[src/rtl/locker_controller.sv]
`timescale 1ns/1ps
// Keypad locker controller: 4-digit BCD code entry, timed unlock, fail and lockout.
// Optional build macro PWD_CHANGE_EN adds the SET state for changing the password from OPEN.
//
// state  | meaning
// -------+---------------------------------------------------------------
// IDLE   | waiting for the first digit, buffer empty
// ENTRY  | collecting up to four digits, '*' aborts, '#' submits
// CHECK  | one-cycle compare of the buffer against the password
// OPEN   | unlocked for UNLOCK_CYCLES, '#' relocks early
// FAIL   | alarm for FAIL_CYCLES after a wrong attempt, keys ignored
// LOCKED | alarm for LOCKOUT_CYCLES after MAX_FAIL wrong attempts
// SET    | collecting a new password (PWD_CHANGE_EN builds only)
module locker_controller #(
    parameter logic [15:0] PASSWORD       = 16'h1234,
    parameter int unsigned UNLOCK_CYCLES  = 60_000_000,
    parameter int unsigned FAIL_CYCLES    = 12_000_000,
    parameter int unsigned LOCKOUT_CYCLES = 360_000_000,
    parameter int unsigned MAX_FAIL       = 3
) (
    input  logic        clk,
    input  logic        rst,
    input  logic [3:0]  key_code,
    output logic        unlock,
    output logic        alarm,
    output logic [2:0]  state,
    output logic [2:0]  entry_cnt,
    output logic [15:0] entry_digits,
    output logic [2:0]  fail_cnt
);

    typedef enum logic [2:0] {
        S_IDLE   = 3'd0,
        S_ENTRY  = 3'd1,
        S_CHECK  = 3'd2,
        S_OPEN   = 3'd3,
        S_FAIL   = 3'd4,
        S_LOCKED = 3'd5,
        S_SET    = 3'd6
    } state_t;

    // Timers hold "cycles remaining minus one" so the terminal count is zero.
    localparam logic [31:0] UNLOCK_LOAD  = 32'(UNLOCK_CYCLES - 1);
    localparam logic [31:0] FAIL_LOAD    = 32'(FAIL_CYCLES - 1);
    localparam logic [31:0] LOCKOUT_LOAD = 32'(LOCKOUT_CYCLES - 1);
    localparam logic [2:0]  MAX_FAIL_3   = 3'(MAX_FAIL);

    state_t      state_q, state_d;
    logic [15:0] digits_q, digits_d;
    logic [2:0]  cnt_q, cnt_d;
    logic [2:0]  fail_q, fail_d;
    logic [31:0] timer_q, timer_d;
    logic [3:0]  prev_key_q;
    logic [15:0] password;

    logic key_event, is_digit, is_star, is_hash;
    logic digit_accept, timer_done, match;
    logic [15:0] digits_shift;

`ifdef PWD_CHANGE_EN
    logic [15:0] pwd_q, pwd_d;
    assign password = pwd_q;
`else
    assign password = PASSWORD;
`endif

    // A held key produces a single event; only a change away from the previous code counts.
    assign key_event    = (key_code != 4'hF) && (key_code != prev_key_q);
    assign is_digit     = key_event && (key_code <= 4'd9);
    assign is_star      = key_event && (key_code == 4'd10);
    assign is_hash      = key_event && (key_code == 4'd12);
    assign digit_accept = is_digit && (cnt_q < 3'd4);
    assign digits_shift = {digits_q[11:0], key_code};
    assign timer_done   = (timer_q == 32'd0);
    assign match        = (cnt_q == 3'd4) && (digits_q == password);

    always_comb begin
        state_d  = state_q;
        digits_d = digits_q;
        cnt_d    = cnt_q;
        fail_d   = fail_q;
        timer_d  = timer_q;
`ifdef PWD_CHANGE_EN
        pwd_d    = pwd_q;
`endif
        case (state_q)
            S_IDLE: begin
                if (is_digit) begin
                    digits_d = {12'h000, key_code};
                    cnt_d    = 3'd1;
                    state_d  = S_ENTRY;
                end
            end
            S_ENTRY: begin
                if (digit_accept) begin
                    digits_d = digits_shift;
                    cnt_d    = cnt_q + 3'd1;
                end else if (is_star) begin
                    digits_d = 16'h0000;
                    cnt_d    = 3'd0;
                    state_d  = S_IDLE;
                end else if (is_hash) begin
                    state_d  = S_CHECK;
                end
            end
            S_CHECK: begin
                digits_d = 16'h0000;
                cnt_d    = 3'd0;
                if (match) begin
                    fail_d  = 3'd0;
                    timer_d = UNLOCK_LOAD;
                    state_d = S_OPEN;
                end else if (fail_q + 3'd1 == MAX_FAIL_3) begin
                    fail_d  = 3'd0;
                    timer_d = LOCKOUT_LOAD;
                    state_d = S_LOCKED;
                end else begin
                    fail_d  = fail_q + 3'd1;
                    timer_d = FAIL_LOAD;
                    state_d = S_FAIL;
                end
            end
            S_OPEN: begin
                if (is_hash) begin
                    state_d = S_IDLE;
`ifdef PWD_CHANGE_EN
                end else if (is_star) begin
                    digits_d = 16'h0000;
                    cnt_d    = 3'd0;
                    state_d  = S_SET;
`endif
                end else if (timer_done) begin
                    state_d = S_IDLE;
                end else begin
                    timer_d = timer_q - 32'd1;
                end
            end
            S_FAIL, S_LOCKED: begin
                if (timer_done) begin
                    state_d = S_IDLE;
                end else begin
                    timer_d = timer_q - 32'd1;
                end
            end
`ifdef PWD_CHANGE_EN
            S_SET: begin
                if (digit_accept) begin
                    digits_d = digits_shift;
                    cnt_d    = cnt_q + 3'd1;
                end else if (is_hash && (cnt_q == 3'd4)) begin
                    pwd_d    = digits_q;
                    digits_d = 16'h0000;
                    cnt_d    = 3'd0;
                    state_d  = S_IDLE;
                end else if (is_star) begin
                    digits_d = 16'h0000;
                    cnt_d    = 3'd0;
                    state_d  = S_IDLE;
                end
            end
`endif
            default: begin
                digits_d = 16'h0000;
                cnt_d    = 3'd0;
                state_d  = S_IDLE;
            end
        endcase
    end

    always_ff @(posedge clk) begin
        if (rst) begin
            state_q    <= S_IDLE;
            digits_q   <= 16'h0000;
            cnt_q      <= 3'd0;
            fail_q     <= 3'd0;
            timer_q    <= 32'd0;
            prev_key_q <= 4'hF;
`ifdef PWD_CHANGE_EN
            pwd_q      <= PASSWORD;
`endif
        end else begin
            state_q    <= state_d;
            digits_q   <= digits_d;
            cnt_q      <= cnt_d;
            fail_q     <= fail_d;
            timer_q    <= timer_d;
            prev_key_q <= key_code;
`ifdef PWD_CHANGE_EN
            pwd_q      <= pwd_d;
`endif
        end
    end

    assign unlock       = (state_q == S_OPEN);
    assign alarm        = (state_q == S_FAIL) || (state_q == S_LOCKED);
    assign state        = state_q;
    assign entry_cnt    = cnt_q;
    assign entry_digits = digits_q;
    assign fail_cnt     = fail_q;

endmodule
[config.mk]
export PLATFORM = sky130hd
export DESIGN_NAME = locker_controller
export DESIGN_NICKNAME = d
export VERILOG_FILES = /design/src/rtl/locker_controller.sv
export SDC_FILE = /design/constraint.sdc
export NUM_CORES = 1
export LEC_CHECK = 0
export ABC_CLOCK_PERIOD_IN_PS = 3630
export BUFFER_PORTS_ARGS = -buffer_cell sky130_fd_sc_hd__buf_2
export CORE_AREA = 10 10 103 150
export DETAILED_ROUTE_END_ITERATION = 10
export DIE_AREA = 0 0 113 160
export SYNTH_ARGS = -nofsm -noshare
export SYNTH_HDL_FRONTEND = slang
export SYNTH_SLANG_ARGS = --single-unit
[constraint.sdc]
create_clock -name clk -period 3.63 [get_ports clk]
set_input_delay 0.726 -clock clk [delete_from_list [all_inputs] [get_ports clk]]
set_output_delay 0.726 -clock clk [all_outputs]
set_load 0.02 [all_outputs]
## Word level (Yosys, flattened, before mapping)

Cells that the tools add are included.

- Flip-flop bits (word level): 61
- Bits of input ports: 6
- Output and inout bits: 27
- Word-level logic and storage cells: 67

- $add $sub $neg: 3
- Magnitude comparators: 2
- Equality and inequality tests: 17
- Muxes and demuxes: 23
- Bitwise gates (word level): 1
- Reductions and logical operators: 15

Operator list:

| cell | count |
|---|---|
| one-hot mux 32 bit (3 select lines) | 1 |
| two-way mux 32 bit | 2 |
| two-way mux 29 bit | 2 |
| two-way mux 16 bit | 3 |
| one-hot mux 16 bit (3 select lines) | 1 |
| two-way mux 3 bit | 11 |
| logical NOT 32 bit | 1 |
| subtractor 32 x 1 -> 32 bit (second input constant) | 1 |
| == test 16 x 13 -> 1 bit (second input constant) | 1 |
| one-hot mux 3 bit (5 select lines) | 1 |
| == test 3 x 2 -> 1 bit (second input constant) | 3 |
| == test 3 bit (second input constant) | 3 |
| one-hot mux 3 bit (3 select lines) | 1 |
| == test 4 bit (second input constant) | 2 |
| adder 3 x 1 -> 3 bit (second input constant) | 2 |
| logical AND 1 bit | 6 |
| != test 2 bit (second input constant) | 3 |
| != test 3 bit (second input constant) | 2 |
| AND reduction 3 bit | 2 |
| <= comparator 4 bit (second input constant) | 1 |
| != test 4 bit | 1 |
| != test 4 bit (second input constant) | 1 |
| == test 3 x 1 -> 1 bit (second input constant) | 1 |
| logical NOT 3 bit | 1 |
| other kinds (8) | 8 |

## Logic depth before layout (Yosys ltp)

- Depth in word-level cells: 7
- Gate-level depth with buffers: 11
- Gate-level depth less buffers: 8

## Worst setup path before layout

OpenSTA, ideal clock, no wires.

- Kind: register -> register
- Start: register timer_q[0]
- End: register timer_q[17]
- Library setup time: 0.131 ns
- Arrival: 2.626 ns
- Required time: 3.499 ns
- Slack: 0.873 ns
- Stages on the path, launching flop included: 12
- Path buffers: 3
- Clock period less this slack: 2.757 ns
- Cells stage by stage: dfxtp_1 > inv_1 > ha_1 > or4b_1 > or3_1 > or4_1 > buf_2 > a21o_1 > buf_6 > buf_6 > o21ai_2 > o21ai_1

- Cells in the longest elaborated chain, start to end: 4
- Elaborated cells on any way between the ends: 5
- Classes of those cells: add/sub (1); mux (3); reduce/logical (1)

RTL lines:

| what | line | RTL |
|---|---|---|
| start, declared | 52 | `logic [31:0] timer_q, timer_d;` |
| start signal, assigned | 186 | `timer_q <= timer_d;` |
| subtractor 32 x 1 -> 32 bit or logical NOT 32 bit (tied branches) | 135, 142, 74 |  |
| two-way mux 32 bit * | 132, 139 |  |
| two-way mux 32 bit | 124 | `if (is_hash) begin` |
| one-hot mux 32 bit (3 select lines) * | 86 | `case (state_q)` |

Mark *: on every way between the ends. The rest lies on a longest branch, timed or not. The select of a mux whose other input is x is not followed.
A chain may end at the register's enable or synchronous reset.

## Final worst setup path

- Start: register timer_q[0]
- End: register timer_q[13]

The elaborated chain is that of the path after synthesis.

==> results.txt <==
----------------------------------------------------
[CTS]
  Clock tree root driver cell ... clkbuf_16
  Number of buffers created by CTS ... 9
  Maximum count of clock buffers along a single path ... 2
  Count of cells resized by post-cts repair ... 0
  Clock latency on the worst-skew pair ... roughly 0.33 ns
  Number of clock sinks ... between 60 and 70
  Number of hold buffers added after cts ... 0
  CTS tree ... done
  Clock input transition at the sequential cells of the worst setup and hold paths ... roughly 0.050 ns
  Max H-tree Level ... 3
  Post-CTS repair timing setup buffer count ... 0

[STA]
  Transition time at the pin with the least slew margin ... between 0.7 and 0.8 ns
  Final clock period utilization by the worst path ... ~90%
  Setup violations, final ... 0
  Rel. slew slack ... about half
  Unrepaired setup endpoints after global routing ... no
  Min Tclk post-route ... about 3.3 ns
  Maximum frequency from static timing analysis ... 307 MHz
  Final setup margin ... 0.374 ns
  Final Hold Violating Endpoints ... 0
  Final worst clock skew ... roughly 0.0051 ns
  Number of pins with negative max-slew slack in the final report ... 0
  Setup TNS ... 0 ns

[Global routing]
  All-Layer GR Usage ... under 10%
  Via count of the first global-routing pass ... slightly below 3000
  First-pass GRT wire length ... between 10 and 15 mm
  Busiest layer in global routing ... met2
  Number of antenna violations at the first check in global routing ... 0
  Overall overflow remaining after global route ... 0
  Maximum number of pins on one net before global-route repair ... 31
  Met2 Usage GRT ... 17.5%
  Met3 capacity usage during global routing ... between 3 and 4%
  GR Util met1 ... around a tenth

[Placed design]
  Total instance count after detailed placement ... 555
  Sum of net half-perimeters after detailed placement ... between 6 and 7 mm
  Dpl cell area ... roughly 0.0035 sq mm
  Setup Slack @ Placement ... 0.436 ns
  I/O Buffers ... 32
  Final weighted congestion in routability-driven placement ... between 0.9 and 1

[Yosys]
  Post-synthesis instance total ... 374
  Number of synthesized flops with an enable pin ... 0
  Adder and majority cell fraction of the synthesized area ... between 2 and 2.5%
  Synthesized-area fraction occupied by ao, oa, aoi and oai cells ... 23.9%
  Main combinational cell family by area after synthesis ... simple AND/OR/NAND/NOR gates
  Sequential element share of the synthesized area ... about two fifths
  Flip-flop and latch count after synthesis ... 61
  Proportion of synthesized area in mux cells ... 0.643%
  Yosys warnings ... 0
  Post-Syn Nets ... just under 400
  Fraction of synthesized cell area in xor and xnor cells ... 4.78%
  Syn Area/Cell ... roughly 8.3 sq um
  Top_reg_cell synth ... dfxtp_1
  Synthesized area ... between 0.003 and 0.004 sq mm
  Post-synthesis share of cell area spent on and, or, nand and nor gates ... roughly a quarter
  Netlist cell types ... 57
  Share of synthesized registers carrying an async set or reset ... 0%

[Power]
  Power density normalized to cell area ... between 900 and 1000 mW/mm^2
  Comb pwr share ... between 40% and 50%
  Part of the total power dissipated in the clock network ... roughly a quarter
  Share of total power in sequential cells ... a little over a quarter
  Leakage power total ... ~0.0015 uW
  Maximum ir drop on the vdd rail ... around 0.0003 V
  Switching portion of total power ... between 40% and 50%
  Net switching component of the power ... around 1700 uW
  Internal power ... roughly 2100 uW

[Critical path]
  Cell breakdown of the critical path ... inv_1 > ha_1 > or4b_1 > or3_1 > or4_1 > a21o_1 > nand2_1 > o32ai_1
  CP max stage cell ... or4_1
  Critical path's largest stage delay ... about 0.67 ns
  Buffers and inverters on the worst path ... 1
  Type of the worst setup path ... register to register
  Logic depth of the worst path, buffers included ... 8
  Req. time, crit path ... approximately 3.8 ns
  Setup slack on the worst flop-to-flop path ... between 0.3 and 0.4 ns
  CP Launch Type ... register
  Depth of the worst register-to-register path ... 8
  Worst Setup End Kind ... register
  Largest delay contributor family on the critical path ... simple AND/OR/NAND/NOR gates
  Maximum fanout encountered on the critical timing path ... 18
  Arrival time of the worst setup path ... 3.44 ns

[Floorplanning]
  Die width ... approximately 110 um
  Placeable core region ... 0.0128 sq mm
  I/O pins ... 33
  Area of the die ... about 0.018 sq mm
  Row count ... between 50 and 60
  Y dimension of the die ... 160 um
  Initial Util ... 24.3%

[Routing]
  Sum of routed wire length over all layers ... slightly above 9 mm
  Number of design rule violations left after detail routing ... 0
  Remaining antenna violation count after routing ... 0
  Initial DRC Count ... roughly 300
  Post-DR wirelength/cell ... roughly 16 um
  Length of the first detailed-routing pass in iterations ... 5
  Via count ... a little over 3000
  Vias per Instance ... about 5.3

[Layout]
  Top library cells by usage in the layout, fill and taps aside ... 61 x dfxtp_1, 33 x nor2_1, 32 x buf_2
  Layout cell share with drive strength beyond 1 ... between 10% and 20%
  Most common cell after layout, fill and taps aside ... dfxtp_1
  Area added between synthesis and finish ... 21.2%
  Final standard cell count with taps included and fillers excluded ... roughly 570
  Antenna Diode Count ... 0
  Final standard cell area without fillers ... 0.00377 sq mm
  Number of nets at the end of the flow ... 418

[Flow run]
  Number of maximum-capacitance violations ... 0

[Min path]
  Hold-critical path depth ... 1
  Class of the worst hold path ... register to register

[Run status]
  Result of the run ... completed

----------------------------------------------------
synth_stat cells (2+ instances only):
cell type / n / area, sq um
a21oi_1: 26 / 130
a221oi_1: 2 / 17.5
nor3_1: 18 / 90.1
mux2i_1: 2 / 20.0
o31ai_1: 4 / 30.0
nand3_1: 16 / 80.1
dfxtp_1: 61 / 1220
o21a_1: 2 / 15.0
nand4b_1: 2 / 17.5
or3_1: 8 / 50.1
xnor2_1: 5 / 43.8
a22o_1: 13 / 114
xor2_1: 12 / 105
nand2b_1: 4 / 25.0
a32o_1: 5 / 50.1
a211oi_1: 3 / 22.5
a31oi_1: 7 / 43.8
o21ai_0: 18 / 90.1
or2_2: 5 / 31.3
or4_1: 5 / 37.5
nand3b_1: 3 / 22.5
o22ai_1: 2 / 12.5
clkbuf_1: 17 / 63.8
o32ai_1: 4 / 35.0
nand2_1: 22 / 82.6
o211ai_1: 4 / 30.0
nor4b_1: 4 / 35.0
buf_6: 2 / 22.5
nor2_1: 33 / 124
a21oi_2: 2 / 17.5
nand4_1: 10 / 62.6
nor4_1: 6 / 37.5
inv_1: 12 / 45.0
o21ai_2: 2 / 17.5
o21ai_1: 6 / 30.0
ha_1: 5 / 62.6
nor2b_1: 2 / 12.5
layout make-up:
class	instances	area, sq um
Fill cell	1319	9050
Multi-Input combinational cell	279	1750
Sequential cell	61	1220
Clock buffer	13	270
Timing Repair Buffer	44	250
Tap cell	159	199
Inverter	12	45.0
Clock inverter	3	42.5
per-layer routing:
layer  up-vias  wire, um  part of all wire (%)
met1      1454      3700                    40
met3        21       585                   6.4
met5         -         0                     0
met2        98      4700                    51
met4         0       171                   1.9
li1       1468         -                     -
worst reg2reg max path: stages (launching register included):
cell	delay, ns
dfxtp_1	0.33
inv_1	0.06
ha_1	0.20
or4b_1	0.53
or3_1	0.43
or4_1	0.68
a21o_1	0.48
nand2_1	0.30
o32ai_1	0.11
flip-flops by register name (all words and copies together) (netlist names):
name and count:
timer_q 32, prev_key_q 4, entry_digits 16, state 3
fail_cnt 3, entry_cnt 3
worst paths after layout:
path / to / startpoint
hold / removal: timer_q[28] / timer_q[28]
setup / recovery: timer_q[13] / timer_q[0]
setup reg to reg: timer_q[13] / timer_q[0]
hold reg to reg: timer_q[28] / timer_q[28]
power by group through the flow:
stage	clock [uW]	sequential, uW	combinational [uW]
finish	881	1020	1820
global route	928	1040	2000
CTS	897	1010	1800
detailed placement	0	1020	1790
global placement	0	1020	1780
floorplan	0	1000	1270
through the flow:
stage	hold WS, ns	power [uW]	util, %
2_1_floorplan	0.452	2270	-
3_3_place_gp	0.469	2800	27.0
3_5_place_dp	0.476	2810	27.0
4_1_cts	0.488	3710	29.4
5_1_grt	0.496	3970	29.4
6_report	0.483	3720	29.4
cell families after synthesis:
family                     after synthesis
and+or+nand+nor                        145
AOI/OAI and AO/OA                      110
DFF                                     61
buffers and inverters                   34
xor gates and xnor gates                17
adders and majority gates                5
muxes                                    2
Note: power is estimated with default switching activity, not from simulation.
